**config.mk**
```make
export PLATFORM = sky130hd
export DESIGN_NAME = i2c_txn_arbiter
export DESIGN_NICKNAME = d
export VERILOG_FILES = /design/src/rtl/i2c_txn_arbiter.sv
export SDC_FILE = /design/constraint.sdc
export NUM_CORES = 1
export LEC_CHECK = 0
export CORE_UTILIZATION = 38
export CTS_BUF_LIST = sky130_fd_sc_hd__clkbuf_8 sky130_fd_sc_hd__clkbuf_16
export CTS_CLUSTER_SIZE = 10
export DETAILED_ROUTE_END_ITERATION = 12
export PLACE_DENSITY_LB_ADDON = 0.2
export SLEW_MARGIN = 20
export SYNTH_ARGS = -nofsm -noshare
export SYNTH_HDL_FRONTEND = slang
export SYNTH_SLANG_ARGS = --single-unit
```
**constraint.sdc**
```tcl
create_clock -name clk -period 2.4 [get_ports clk]
set_clock_uncertainty 0.1 [all_clocks]
set_input_delay 0.48 -clock clk [delete_from_list [all_inputs] [get_ports clk]]
set_output_delay 0.48 -clock clk [all_outputs]
set_load 0.005 [all_outputs]
```
**src/rtl/i2c_txn_arbiter.sv**
```systemverilog
// Round-robin arbiter that shares one I2C master engine among NUM_REQ requesters,
// latching the winner's command and supervising completion with a timeout watchdog.
module i2c_txn_arbiter #(
    parameter int NUM_REQ     = 4,
    parameter int TIMEOUT_CYC = 4096,
    parameter int TW          = 13
) (
    input  logic                   clk,
    input  logic                   rst,
    input  logic [NUM_REQ-1:0]     req,
    input  logic [NUM_REQ-1:0]     req_rw,
    input  logic [7*NUM_REQ-1:0]   req_dev,
    input  logic [8*NUM_REQ-1:0]   req_reg,
    input  logic [8*NUM_REQ-1:0]   req_wdata,
    output logic [NUM_REQ-1:0]     grant,
    output logic [NUM_REQ-1:0]     done,
    output logic [7:0]             rdata,
    output logic [1:0]             err,
    output logic                   m_start,
    output logic                   m_rw,
    output logic [6:0]             m_dev,
    output logic [7:0]             m_reg,
    output logic [7:0]             m_wdata,
    input  logic                   m_busy,
    input  logic                   m_done,
    input  logic                   m_nack,
    input  logic [7:0]             m_rdata,
    output logic                   m_abort
);

    localparam int PW = (NUM_REQ > 1) ? $clog2(NUM_REQ) : 1;

    typedef enum logic [2:0] {
        IDLE  = 3'd0,
        ARB   = 3'd1,
        ISSUE = 3'd2,
        WAIT  = 3'd3,
        RESP  = 3'd4
    } state_t;

    state_t               state_q;
    logic [PW-1:0]        ptr_q;
    logic [TW-1:0]        timeoutCnt_q;
    logic [NUM_REQ-1:0]   grant_q;
    logic [NUM_REQ-1:0]   done_q;
    logic [7:0]           rdata_q;
    logic [1:0]           err_q;
    logic                 mStart_q;
    logic                 mAbort_q;
    logic                 mRw_q;
    logic [6:0]           mDev_q;
    logic [7:0]           mReg_q;
    logic [7:0]           mWdata_q;

    logic                 found_d;
    logic [PW-1:0]        win_d;
    logic [PW-1:0]        ptr_d;
    logic                 winRw_d;
    logic [6:0]           winDev_d;
    logic [7:0]           winReg_d;
    logic [7:0]           winWdata_d;

    // The master accepts m_start whenever idle, and the FSM never issues while a
    // transaction is outstanding, so busy carries no decision here.
    logic                 unusedBusy;
    assign unusedBusy = m_busy;

    function automatic logic [PW-1:0] wrapIdx(input logic [PW-1:0] base, input int offs);
        int s;
        s = int'(base) + offs;
        if (s >= NUM_REQ) s = s - NUM_REQ;
        return PW'(s);
    endfunction

    always_comb begin
        found_d = 1'b0;
        win_d   = ptr_q;
        for (int k = 0; k < NUM_REQ; k++) begin
            if (!found_d && req[wrapIdx(ptr_q, k)]) begin
                found_d = 1'b1;
                win_d   = wrapIdx(ptr_q, k);
            end
        end
        ptr_d = (win_d == PW'(NUM_REQ - 1)) ? '0 : win_d + 1'b1;
    end

    always_comb begin
        winRw_d    = 1'b0;
        winDev_d   = '0;
        winReg_d   = '0;
        winWdata_d = '0;
        for (int i = 0; i < NUM_REQ; i++) begin
            if (win_d == PW'(i)) begin
                winRw_d    = req_rw[i];
                winDev_d   = req_dev[7*i +: 7];
                winReg_d   = req_reg[8*i +: 8];
                winWdata_d = req_wdata[8*i +: 8];
            end
        end
    end

    always_ff @(posedge clk) begin
        if (rst) begin
            state_q      <= IDLE;
            ptr_q        <= '0;
            timeoutCnt_q <= '0;
            grant_q      <= '0;
            done_q       <= '0;
            rdata_q      <= '0;
            err_q        <= '0;
            mStart_q     <= 1'b0;
            mAbort_q     <= 1'b0;
            mRw_q        <= 1'b0;
            mDev_q       <= '0;
            mReg_q       <= '0;
            mWdata_q     <= '0;
        end else begin
            mStart_q <= 1'b0;
            mAbort_q <= 1'b0;
            done_q   <= '0;
            case (state_q)
                IDLE: begin
                    if (|req) state_q <= ARB;
                end
                ARB: begin
                    if (found_d) begin
                        grant_q  <= NUM_REQ'(1) << win_d;
                        mRw_q    <= winRw_d;
                        mDev_q   <= winDev_d;
                        mReg_q   <= winReg_d;
                        mWdata_q <= winWdata_d;
                        ptr_q    <= ptr_d;
                        state_q  <= ISSUE;
                    end else begin
                        state_q  <= IDLE;
                    end
                end
                ISSUE: begin
                    mStart_q     <= 1'b1;
                    timeoutCnt_q <= '0;
                    state_q      <= WAIT;
                end
                // Completion takes priority over the watchdog on the terminal cycle.
                WAIT: begin
                    if (m_done) begin
                        rdata_q <= mRw_q ? m_rdata : 8'h00;
                        err_q   <= m_nack ? 2'b01 : 2'b00;
                        done_q  <= grant_q;
                        state_q <= RESP;
                    end else if (timeoutCnt_q == TW'(TIMEOUT_CYC - 1)) begin
                        mAbort_q <= 1'b1;
                        rdata_q  <= 8'h00;
                        err_q    <= 2'b10;
                        done_q   <= grant_q;
                        state_q  <= RESP;
                    end else begin
                        timeoutCnt_q <= timeoutCnt_q + 1'b1;
                    end
                end
                RESP: begin
                    grant_q <= '0;
                    state_q <= IDLE;
                end
                default: begin
                    grant_q <= '0;
                    state_q <= IDLE;
                end
            endcase
        end
    end

    assign grant   = grant_q;
    assign done    = done_q;
    assign rdata   = rdata_q;
    assign err     = err_q;
    assign m_start = mStart_q;
    assign m_abort = mAbort_q;
    assign m_rw    = mRw_q;
    assign m_dev   = mDev_q;
    assign m_reg   = mReg_q;
    assign m_wdata = mWdata_q;

endmodule

```
==> metrics <==
crit path max-delay cell type=o41a_1; Initial Util=39.9%; final setup margin=0.0553 ns; post-synthesis register bit count=62; Main synth FF type=dfxtp_1; library cells used by synthesis=48; Post-synth EDFFs=0; clock sink count=62; CTS tree=yes; # DRC=0; vias per cell=5.39; Setup-failing EPs final=0; Routed Antenna Nets=0; first-pass iteration count of the detailed router=6; crit path capture type=flop; H-tree levels=3; top post-synthesis cells by count=dfxtp_1, nand2_1, nor2b_1; status=completed; Worst Path Arrival=2.51 ns; area growth from synthesis to layout=64.8%; # IOs=157; most frequent cell after synthesis=dfxtp_1; worst min-delay path class=flop to flop; DRT Wirelength=11.1 mm; Final Hold Vio Count=0; Root Driver=clkbuf_8; CP most frequent cell=buf_4; Netlist Area Pre-Place=3530 sq um; Largest Register=timeoutCnt_q; vias in the first global route=3,779; WP buf/inv=2; die area=9670 sq um; post-route design area=5810 sq um; Total GRT Usage=22.7%; first-pass GRT wire length=17.5 mm; largest net degree at the start of global routing=52; Buffers on Ports=155; Initial DRC Count=122; fin util=65.7%; Worst-path clk slew=0.07 ns; YS warnings=0; Slowest Stage Delay on Critical Path=0.43 ns; Pleak=2.14 nW; layout cells sized above 1=16.8%; Die H=98.4 microns; Mean Syn Cell Area=8.42 sq um; cell count after synthesis=419; top cells by area, synth=dfxtp_1, nor2b_1, o311a_1; CP Class=flop to flop; sequential-to-total area share from yosys stat=35.2%; Pwr Density=557 nW/um^2; initial antenna violation count=0; total gr overflow=0; FFs w/ async S/R, synth=0%; top cell type's share of synthesized area=35.2%; Startpoint Class=flop; Die W=98.4 microns; Final Cycle Share=97.7%; required time of the critical path=2.57 ns; max FFs per register=13; routed len/inst=15.9 microns; row cnt=34; area occupied by registers=1250 sq um; syn_nets=537; core area=8850 sq um; Fill cells=764; Rel. slew slack=65.9%; Max Fclk=427 MHz; vias=3,754; Clock Path Buffers=2; area of the multi-input gates=2260 sq um; DP Wirelength=7.77 mm; Worst Max-Slew Pin Slew=0.508 ns; GPL Wtd Cong=0.807; minimum clock period=2.34 ns; max cap viols=0; # diodes=0; worst slack at placement=-0.622 ns; worst vdd ir=0.362 mV; worst-path fanout max=6; leading area contributor after synthesis=dfxtp_1; Pins Over Slew Limit=0; critical path's top delay family=compound AO/OA/AOI/OAI gates; Area after DPL=5310 sq um; number of buffers created by CTS=9; crit-path cells=nor3b_1, o41a_1, ha_4, buf_4, buf_4, nor2b_4, a221oi_1, o311a_1, nor3_2; clock latency on the worst-skew pair=0.33 ns; layout net count=702
per-layer routing:
metal  track usage [%]  vias up  wire [microns]
li1                  -     1854               -
met1              24.1     1766            4400
met2              42.1      115            5840
met3              6.30       19             641
met4              8.84        0             202
met5                 0        -               0
through the flow:
step / TNS (ns) / instances / total power [mW] / hold WS [ns]
2_1_floorplan: 0 / 419 / 1.68 / 0.324
3_3_place_gp: -12.34 / 669 / 2.15 / 0.335
3_5_place_dp: -14.20 / 669 / 2.17 / 0.339
4_1_cts: -0.0123 / 688 / 3.17 / 0.349
5_1_grt: -0.0418 / 697 / 3.39 / 0.355
6_report: 0 / 697 / 3.24 / 0.345
layout make-up:
class / instances / share of cell area, %
multi-input cells: 313 / 38.9
repair buffers: 192 / 33.6
flip-flops and latches: 62 / 21.4
well taps: 108 / 2.32
clock buffers: 9 / 2.13
clock inverters: 7 / 1.14
inverters: 6 / 0.387
where the power goes:
part | internal [mW] | switching [mW] | leakage, nW
sequential | 1.10 | 0.0532 | 0.506
combinational | 0.679 | 0.510 | 1.53
clock | 0.474 | 0.426 | 0.104
total | 2.25 | 0.989 | 2.14
path summary, 6_finish.rpt:
path,depth (start not counted),slack (ns),from,end
worst max register to register,9,0.06,ptr_q[1],m_dev[6]
worst min register to register,1,0.35,timeoutCnt_q[12],timeoutCnt_q[12]
worst max-delay path,9,0.06,ptr_q[1],m_dev[6]
worst min-delay path,1,0.35,timeoutCnt_q[12],timeoutCnt_q[12]
cells by family after synthesis:
group / Yosys count / synth area share [%]
multiplexers: 21 / 5.96
flip-flops: 62 / 35.2
buffers and inverters: 44 / 5.67
adder cells (fa/ha/maj): 5 / 1.77
AND/OR/NAND/NOR: 205 / 30.9
AO/OA/AOI/OAI: 82 / 20.6
cells in the final DEF, fill, tap and decap left out, types with 7 or more instances in the layout:
cell type	netlist	layout
nand2_1	47	47
nor2b_1	47	39
and2_1	7	7
clkdlybuf4s50_1	0	151
a21oi_1	9	8
o311a_1	26	26
nor2_1	34	34
dfxtp_1	62	60
nand2b_1	13	13
mux2i_1	21	21
nor3_1	26	22
clkbuf_8	0	9
nand4_1	9	9
a221oi_1	24	14
buf_4	1	24
buf_12	0	8
a221oi_2	0	10
timing repair:
action,in CTS,in global routing
gates resized for setup,30,31
endpoints found under the hold margin,0,0
gates cloned,1,0
hold buffers,0,0
pin swaps,15,8
buffers inserted,2,9
setup endpoints to repair,24,24
No activity file was read; power rests on OpenSTA's default activity.
